## src/rtl/sprite_line_scheduler_pkg.sv

```systemverilog
// Shared constants and types for the scanline sprite scheduler: attribute
// word layout, bitmap row geometry and the scheduler state encoding.
package sprite_pkg;

    localparam int ATTR_W   = 28;
    localparam int EN_BIT   = 27;
    localparam int TILE_LSB = 23;
    localparam int TILE_FW  = 4;
    localparam int Y_LSB    = 12;
    localparam int Y_W      = 11;
    localparam int X_LSB    = 0;
    localparam int X_W      = 12;

    localparam int ROW_BITS = 3;
    localparam int SPR_W    = 8;

    typedef enum logic [1:0] {
        IDLE  = 2'd0,
        SCAN  = 2'd1,
        FETCH = 2'd2,
        DONE  = 2'd3
    } state_t;

endpackage

```

## src/rtl/sprite_line_scheduler_if.sv

```systemverilog
// Attribute-table and bitmap-memory read ports shared between the scheduler
// (master) and the memories that answer one cycle after each address.
interface sprite_line_scheduler_if #(
    parameter int NUM_SPRITES = 16,
    parameter int TILE_W      = 4
);
    import sprite_pkg::*;

    logic [$clog2(NUM_SPRITES)-1:0] attrAddr;
    logic [ATTR_W-1:0]              attrData;
    logic [TILE_W+ROW_BITS-1:0]     bmapAddr;
    logic [SPR_W-1:0]               bmapData;

    modport master (output attrAddr, output bmapAddr, input attrData, input bmapData);
    modport slave  (input attrAddr, input bmapAddr, output attrData, output bmapData);

endinterface

```

## src/rtl/sprite_line_scheduler_slot_unit.sv

```systemverilog
// One committed sprite slot: holds x, bitmap row and valid for the current
// line and reports whether the pixel at i_hpix is set for this sprite.
module sprite_slot_unit
    import sprite_pkg::*;
(
    input  logic                  clk,
    input  logic                  rst,
    input  logic                  i_commit,
    input  logic                  i_valid,
    input  logic signed [X_W-1:0] i_x,
    input  logic [SPR_W-1:0]      i_bits,
    input  logic signed [X_W-1:0] i_hpix,
    output logic                  o_hit
);

    logic                  r_valid;
    logic signed [X_W-1:0] r_x;
    logic [SPR_W-1:0]      r_bits;
    logic [X_W-1:0]        w_d;

    always_ff @(posedge clk or posedge rst) begin
        if (rst)           r_valid <= 1'b0;
        else if (i_commit) r_valid <= i_valid;
    end

    // Payload needs no reset; r_valid alone qualifies it.
    always_ff @(posedge clk) begin
        if (i_commit) begin
            r_x    <= i_x;
            r_bits <= i_bits;
        end
    end

    assign w_d   = i_hpix - r_x;
    assign o_hit = r_valid && (w_d[X_W-1:ROW_BITS] == '0) && r_bits[3'd7 - w_d[ROW_BITS-1:0]];

endmodule

```

## src/rtl/sprite_line_scheduler.sv

```systemverilog
// Per-scanline sprite scheduler: scans the attribute table for the line two
// ahead, fetches one bitmap row per picked sprite, commits at lineStart.
module sprite_line_scheduler
    import sprite_pkg::*;
#(
    parameter int NUM_SPRITES  = 16,
    parameter int MAX_PER_LINE = 4,
    parameter int TILE_W       = 4
) (
    input  logic                     crystalCLK,
    input  logic                     reset,
    input  logic signed [11:0]       horizontalPix,
    input  logic signed [10:0]       verticalPix,
    input  logic                     lineStart,
    sprite_line_scheduler_if.master  mem,
    output logic                     pixelOn,
    output logic [2:0]               pixelSlot,
    output logic                     busy,
    output logic                     lineOverflow,
    output logic                     lateError
);

    localparam int AW = $clog2(NUM_SPRITES);
    localparam int CW = $clog2(NUM_SPRITES + MAX_PER_LINE + 1);
    localparam int SW = (MAX_PER_LINE > 1) ? $clog2(MAX_PER_LINE) : 1;

    state_t                r_state, w_next;
    logic [CW-1:0]         r_cnt;
    logic signed [Y_W-1:0] r_target;
    logic [3:0]            r_used;
    logic                  r_shOvf;

    logic signed [X_W-1:0] r_shX    [MAX_PER_LINE];
    logic [TILE_W-1:0]     r_shTile [MAX_PER_LINE];
    logic [ROW_BITS-1:0]   r_shRow  [MAX_PER_LINE];
    logic [SPR_W-1:0]      r_shBits [MAX_PER_LINE];

    logic                  w_late, w_eval, w_hit, w_full, w_store, w_cap;
    logic                  w_scanLast, w_fetchLast;
    logic signed [Y_W-1:0] w_y;
    logic [X_W-1:0]        w_dy;
    logic [CW-1:0]         w_cntM1;
    logic [SW-1:0]         w_storeIdx, w_capIdx, w_fetchIdx;
    logic [MAX_PER_LINE-1:0] w_slotHit;

    assign busy        = (r_state == SCAN) || (r_state == FETCH);
    assign w_late      = lineStart && busy;
    assign w_scanLast  = (r_state == SCAN)  && (r_cnt == CW'(NUM_SPRITES));
    assign w_fetchLast = (r_state == FETCH) && (8'(r_cnt) == 8'(r_used));

    // Attribute entry returned this cycle belongs to address r_cnt-1.
    assign w_eval  = (r_state == SCAN) && (r_cnt != '0);
    assign w_y     = mem.attrData[Y_LSB +: Y_W];
    assign w_dy    = {r_target[Y_W-1], r_target} - {w_y[Y_W-1], w_y};
    assign w_hit   = w_eval && mem.attrData[EN_BIT] && (w_dy[X_W-1:ROW_BITS] == '0);
    assign w_full  = (r_used == 4'(MAX_PER_LINE));
    assign w_store = w_hit && !w_full;
    assign w_cap   = (r_state == FETCH) && (r_cnt != '0);

    assign w_cntM1    = r_cnt - 1'b1;
    assign w_storeIdx = r_used[SW-1:0];
    assign w_capIdx   = w_cntM1[SW-1:0];
    assign w_fetchIdx = r_cnt[SW-1:0];

    assign mem.attrAddr = ((r_state == SCAN) && (r_cnt < CW'(NUM_SPRITES))) ? r_cnt[AW-1:0] : '0;
    assign mem.bmapAddr = ((r_state == FETCH) && (8'(r_cnt) < 8'(r_used)))
                        ? {r_shTile[w_fetchIdx], r_shRow[w_fetchIdx]} : '0;

    always_comb begin
        w_next = r_state;
        if (lineStart) begin
            w_next = SCAN;
        end else begin
            case (r_state)
                SCAN:    if (w_scanLast) w_next = ((r_used != '0) || w_store) ? FETCH : DONE;
                FETCH:   if (w_fetchLast) w_next = DONE;
                DONE:    w_next = IDLE;
                default: w_next = r_state;
            endcase
        end
    end

    always_ff @(posedge crystalCLK or posedge reset) begin
        if (reset) r_state <= IDLE;
        else       r_state <= w_next;
    end

    always_ff @(posedge crystalCLK or posedge reset) begin
        if (reset) begin
            r_cnt        <= '0;
            r_target     <= '0;
            r_used       <= '0;
            r_shOvf      <= 1'b0;
            lineOverflow <= 1'b0;
            lateError    <= 1'b0;
        end else if (lineStart) begin
            r_cnt        <= '0;
            r_target     <= verticalPix + 11'sd2;
            r_used       <= '0;
            r_shOvf      <= 1'b0;
            lineOverflow <= w_late ? 1'b0 : r_shOvf;
            if (w_late) lateError <= 1'b1;
        end else begin
            if (w_scanLast || w_fetchLast) r_cnt <= '0;
            else if (busy)                 r_cnt <= r_cnt + 1'b1;
            if (w_store)          r_used  <= r_used + 1'b1;
            if (w_hit && w_full)  r_shOvf <= 1'b1;
        end
    end

    always_ff @(posedge crystalCLK) begin
        if (w_store) begin
            r_shX[w_storeIdx]    <= mem.attrData[X_LSB +: X_W];
            r_shTile[w_storeIdx] <= mem.attrData[TILE_LSB +: TILE_W];
            r_shRow[w_storeIdx]  <= w_dy[ROW_BITS-1:0];
        end
        if (w_cap) r_shBits[w_capIdx] <= mem.bmapData;
    end

    for (genvar s = 0; s < MAX_PER_LINE; s++) begin : g_slot
        sprite_slot_unit u_slot (
            .clk     (crystalCLK),
            .rst     (reset),
            .i_commit(lineStart),
            .i_valid (!w_late && (4'(s) < r_used)),
            .i_x     (r_shX[s]),
            .i_bits  (r_shBits[s]),
            .i_hpix  (horizontalPix),
            .o_hit   (w_slotHit[s])
        );
    end

    logic       w_on;
    logic [2:0] w_slot;

    always_comb begin
        w_on   = 1'b0;
        w_slot = 3'd0;
        for (int s = MAX_PER_LINE - 1; s >= 0; s--) begin
            if (w_slotHit[s]) begin
                w_on   = 1'b1;
                w_slot = 3'(s);
            end
        end
    end

    always_ff @(posedge crystalCLK or posedge reset) begin
        if (reset) begin
            pixelOn   <= 1'b0;
            pixelSlot <= 3'd0;
        end else begin
            pixelOn   <= w_on;
            pixelSlot <= w_slot;
        end
    end

endmodule

```

## src/flat_wrapper.sv

```systemverilog
// flat-port wrapper written by rule: the top's interface ports become plain ports
module sprite_line_scheduler_flat import sprite_pkg::*;
#(
    parameter int NUM_SPRITES  = 16,
    parameter int MAX_PER_LINE = 4,
    parameter int TILE_W       = 4
)
  (crystalCLK, reset, horizontalPix, verticalPix, lineStart, pixelOn, pixelSlot, busy, lineOverflow, lateError, mem_attrAddr, mem_bmapAddr, mem_attrData, mem_bmapData);
  sprite_line_scheduler_if #(.NUM_SPRITES(NUM_SPRITES), .TILE_W(TILE_W)) mem_i ();
  input  logic crystalCLK;
  input  logic reset;
  input  logic signed [11:0] horizontalPix;
  input  logic signed [10:0] verticalPix;
  input  logic lineStart;
  output logic pixelOn;
  output logic [2:0] pixelSlot;
  output logic busy;
  output logic lineOverflow;
  output logic lateError;
  output wire logic [$bits(mem_i.attrAddr)-1:0] mem_attrAddr;
  output wire logic [$bits(mem_i.bmapAddr)-1:0] mem_bmapAddr;
  input wire logic [$bits(mem_i.attrData)-1:0] mem_attrData;
  input wire logic [$bits(mem_i.bmapData)-1:0] mem_bmapData;
  assign mem_attrAddr = mem_i.attrAddr;
  assign mem_bmapAddr = mem_i.bmapAddr;
  assign mem_i.attrData = mem_attrData;
  assign mem_i.bmapData = mem_bmapData;
  sprite_line_scheduler #(.NUM_SPRITES(NUM_SPRITES), .MAX_PER_LINE(MAX_PER_LINE), .TILE_W(TILE_W)) u_core (.crystalCLK(crystalCLK), .reset(reset), .horizontalPix(horizontalPix), .verticalPix(verticalPix), .lineStart(lineStart), .mem(mem_i), .pixelOn(pixelOn), .pixelSlot(pixelSlot), .busy(busy), .lineOverflow(lineOverflow), .lateError(lateError));
endmodule
```

## config.mk

```make
export PLATFORM = sky130hd
export DESIGN_NAME = sprite_line_scheduler_flat
export DESIGN_NICKNAME = d
export VERILOG_FILES = /design/src/rtl/sprite_line_scheduler_pkg.sv /design/src/rtl/sprite_line_scheduler_if.sv /design/src/rtl/sprite_line_scheduler_slot_unit.sv /design/src/rtl/sprite_line_scheduler.sv /design/src/flat_wrapper.sv
export SDC_FILE = /design/constraint.sdc
export NUM_CORES = 1
export LEC_CHECK = 0
export CORE_MARGIN = 2
export CORE_UTILIZATION = 59
export CTS_CLUSTER_DIAMETER = 30
export DETAILED_ROUTE_END_ITERATION = 6
export PLACE_DENSITY = 0.84
export SETUP_SLACK_MARGIN = 0.2
export SYNTH_ARGS = -nofsm -noshare
export SYNTH_HDL_FRONTEND = slang
export SYNTH_SLANG_ARGS = --single-unit
export TNS_END_PERCENT = 1
```

## constraint.sdc

```tcl
create_clock -name crystalCLK -period 4.4 [get_ports crystalCLK]
set_clock_uncertainty 0.15 [all_clocks]
set_input_delay 0.44 -clock crystalCLK [delete_from_list [all_inputs] [get_ports crystalCLK]]
set_output_delay 0.44 -clock crystalCLK [all_outputs]
set_load 0.01 [all_outputs]
```

==> run_results.csv <==
group,metric,value,unit
run_status,status,"finished clean",
timing,timing.final.crit_share,85.73,%
clock_tree,cts_buffers,37,
synthesis,synth_nets,958,
min_path,hold_end,"u_core.g_slot[1].u_slot.r_bits[7]",
power,vdd_ir_drop_max,308.6,uV
clock_tree,ctsLongestPathBuffers,3,
synthesis,netlist_area,0.01074,mm2
timing,fin_crit,3772,ps
setup_path,path_max_fanout,7,
min_path,min_path_type,"reg -> reg",
clock_tree,cts_sinks,220,
drt,drc_errors,0,
clock_tree,cts-resized-gates,0,
synthesis,synth-warning-count,0,
timing,layout_setup_ws,628.0,ps
cells_and_area,nets,1072,
min_path,whs_path_depth,0,
clock_tree,path_clk_slew,60,ps
timing,setup_violations,0,
placement,hpwl,15.40,mm
global_routing,grt_max_degree,93,
setup_path,cp_top_family,"buffers and inverters",
setup_path,reg2reg_slack,880,ps
die,fp.dieArea,0.01930,mm2
setup_path,r2r-start,"u_core.r_target[0]",
setup_path,path_cells,"inv_1 > ha_1 > nor2b_1 > o21a_1 > o21ai_0 > nand3_1 > nor2b_1 > clkdlybuf4s50_1",
timing,hold_viol_final,0,
drt,antenna_left,0,
setup_path,end_kind,"output port",
synthesis,synthArstFlopShare,14.55,%
placement,dp_slack,432.6,ps
setup_path,reg2regPathDepth,12,
drt,vias,7069,
setup_path,critPathKind,"reg -> out",
synthesis,synth_ff_type,"edfxtp_1",
power,power.leakage,5.131,nW
setup_path,cp.arrival,3180,ps
setup_path,crit_path_frequent_cell,"nor2b_1",
setup_path,r2r-end,"u_core.r_shX[0][8]",
cells_and_area,drive_gt1_share,11.34,%
timing,setup-tns-final,0,ps
global_routing,grt_usage,25.21,%
clock_tree,h-tree-depth,2,
setup_path,cpMaxStageDelayCell,"clkdlybuf4s50_1",
drt,dr.pass1.iters,5,
setup_path,cp.buffers_inverters,2,
power,finalPower,0.006242,W
global_routing,grt_pass1_vias,7180,
min_path,hp-start,"u_core.r_shBits[1][7]",
timing,finalMaxSlewViolations,0,
cells_and_area,fin_area,0.01322,mm2
die,die_w,138.9,um
placement,dpl_cell_area,0.01188,mm2
die,ios,80,
synthesis,avgSynthCellArea,13.12,um2
power,power_density,472.2,mW/mm2
setup_path,worstSetupStartpointType,"flip-flop",
synthesis,seq_area_frac_synth,60.01,%
cells_and_area,fin_cells,1190,
drt,drt_iter0_drc,676,
clock_tree,hold_buffers,0,
global_routing,antenna_found_initial,0,
clock_tree,cts-root-buf,"clkbuf_16",
timing,worst_pin_slew,1147,ps
die,start_util,60.00,%
timing,slew_headroom,23.45,%
clock_tree,cts_tree,"done",
timing,rsz0062_at_grt,"false",
synthesis,postSynthCellCount,819,
setup_path,required,3810,ps
synthesis,yosys_register_bits,220,
drt,post_drt_wl_per_cell,20.16,um
clock_tree,post-cts-setup-buffers,0,
run,maxCapViolCount,0,
drt,totalWireLength,23.99,mm
die,dieHeight,138.9,um
drt,viasPerCell,5.940,
placement,place_congestion,0.8975,
global_routing,grt_pass1_wl,37.65,mm
setup_path,critPathMaxStageDelay,630,ps
clock_tree,clock_latency,530,ps
cells_and_area,diodes,0,
global_routing,overflow,0,
synthesis,post_synth_num_cell_types,68,
synthesis,synth_edf_count,188,
cells_and_area,syn2layout_area_growth,23.06,%
die,num_rows,49,
placement,dp.cells,1123,
placement,port_buffers,78,
die,core,0.01790,mm2
timing,fmax,0.2651,GHz
==> area by class of cell <==
cell class / count / area [um2]
repair buffers: 88 / 903.4
multi-input cells: 498 / 3911
clock inverters: 29 / 401.6
flip-flops and latches: 220 / 6446
clock buffers: 38 / 939.7
well taps: 229 / 286.5
inverters: 88 / 330.3
fillers: 1099 / 4683
==> worst max-delay path by stage <==
stage / depth (start not counted) / end / start / slack, ps
3_5_place_dp: 12 / u_core.r_shTile[0][2] / mem_attrData[12] / 430
6_report: 8 / mem_bmapAddr[2] / u_core.r_used[1] / 630
5_1_grt: 8 / mem_bmapAddr[2] / u_core.r_used[1] / 500
4_1_cts: 8 / mem_bmapAddr[2] / u_core.r_used[1] / 640
2_1_floorplan: 9 / u_core.r_shRow[3][0] / u_core.r_cnt[0] / 770
3_3_place_gp: 12 / u_core.r_shTile[2][1] / mem_attrData[12] / 500
==> synthesized netlist by cell type (3+ instances only) <==
cell,count,share of area [%]
nand2b_1,7,0.41
a211oi_1,6,0.42
fa_1,5,0.93
nor3_1,18,0.84
o221ai_1,3,0.24
ha_1,72,8.4
o2111ai_1,3,0.24
nand4_1,3,0.17
mux2i_1,7,0.65
a21oi_1,38,1.8
nor4_1,6,0.35
mux4_2,15,3.1
o22ai_1,3,0.17
a21o_1,8,0.56
edfxtp_1,188,53
or2_2,3,0.17
o21ai_0,36,1.7
xor2_1,16,1.3
o311a_1,3,0.28
nor2_1,52,1.8
o31a_1,4,0.33
nor2b_1,21,1.2
o31ai_1,3,0.21
clkbuf_1,10,0.35
or3_1,3,0.17
nand3b_1,4,0.28
nor3b_1,5,0.35
and2_1,12,0.70
inv_1,88,3.1
o311ai_0,3,0.24
o211ai_1,8,0.56
dfrtp_1,32,7.5
mux2_2,5,0.52
xnor2_1,19,1.5
nand2_1,27,0.94
and3_1,4,0.23
nand3_1,24,1.1
a31oi_1,5,0.29
o21a_1,13,0.91
==> cell families (layout without fill, tap and decap cells) <==
kind of cell | after synthesis | after routing | synth area share [%]
AO/OA/AOI/OAI | 159 | 159 | 10.01
AND/OR/NAND/NOR | 199 | 199 | 9.878
multiplexers | 27 | 27 | 4.321
adder cells (fa/ha/maj) | 77 | 77 | 9.319
other | 1 | 1 | 0.03491
buffers and inverters | 101 | 243 | 3.576
XOR/XNOR | 35 | 35 | 2.854
flip-flops | 220 | 220 | 60.01
==> per-layer routing <==
| layer | track usage, % | wire, um |
|---|---|---|
| met1 | 31.33 | 9427 |
| met5 | 0 | 0 |
| met3 | 5.801 | 1779 |
| met2 | 43.84 | 12080 |
| met4 | 8.612 | 703 |
==> sequential cells by signal, indices dropped and copies added (netlist names) <==
| name | count |
|---|---|
| u_core.g_slot.u_slot.r_bits | 32 |
| u_core.g_slot.u_slot.r_valid | 4 |
| u_core.g_slot.u_slot.r_x | 48 |
| u_core.lateError | 1 |
| u_core.lineOverflow | 1 |
| u_core.pixelOn | 1 |
| u_core.pixelSlot | 2 |
| u_core.r_cnt | 5 |
| u_core.r_shBits | 32 |
| u_core.r_shOvf | 1 |
| u_core.r_shRow | 12 |
| u_core.r_shTile | 16 |
| u_core.r_shX | 48 |
| u_core.r_state | 2 |
| u_core.r_target | 11 |
| u_core.r_used | 4 |
==> layout by cell type, fill, tap and decap left out, types with 5 or more instances in the layout <==
cell,count
buf_4,7
xor2_1,16
nor4_1,6
edfxtp_1,188
nor3b_1,5
a31oi_1,5
clkinv_8,6
clkbuf_16,37
nor2b_1,21
a21oi_1,38
a211oi_1,6
nand2b_1,7
inv_1,88
fa_1,5
ha_1,72
dfrtp_1,32
o211ai_1,8
nor3_1,18
o21ai_0,36
nand2_1,27
mux2_2,5
and2_1,12
clkdlybuf4s50_1,77
o21a_1,13
mux2i_1,7
nor2_1,52
nand3_1,24
inv_6,6
xnor2_1,19
a21o_1,8
mux4_2,15
==> power breakdown <==
part | internal (W) | switching, W | leakage [nW]
Clock | 0.00187 | 0.00113 | 0.651
Sequential | 0.00232 | 0.0000315 | 2.16
Combinational | 0.000397 | 0.000491 | 2.32
==> stage by stage <==
stage	hold slack (ps)	utilization, %
4_1_cts	263.2	73.84
2_1_floorplan	250.3	-
6_report	262.5	73.84
3_3_place_gp	251.1	66.35
3_5_place_dp	254.5	66.35
5_1_grt	266.2	73.84
No activity file was read; power rests on OpenSTA's default activity.
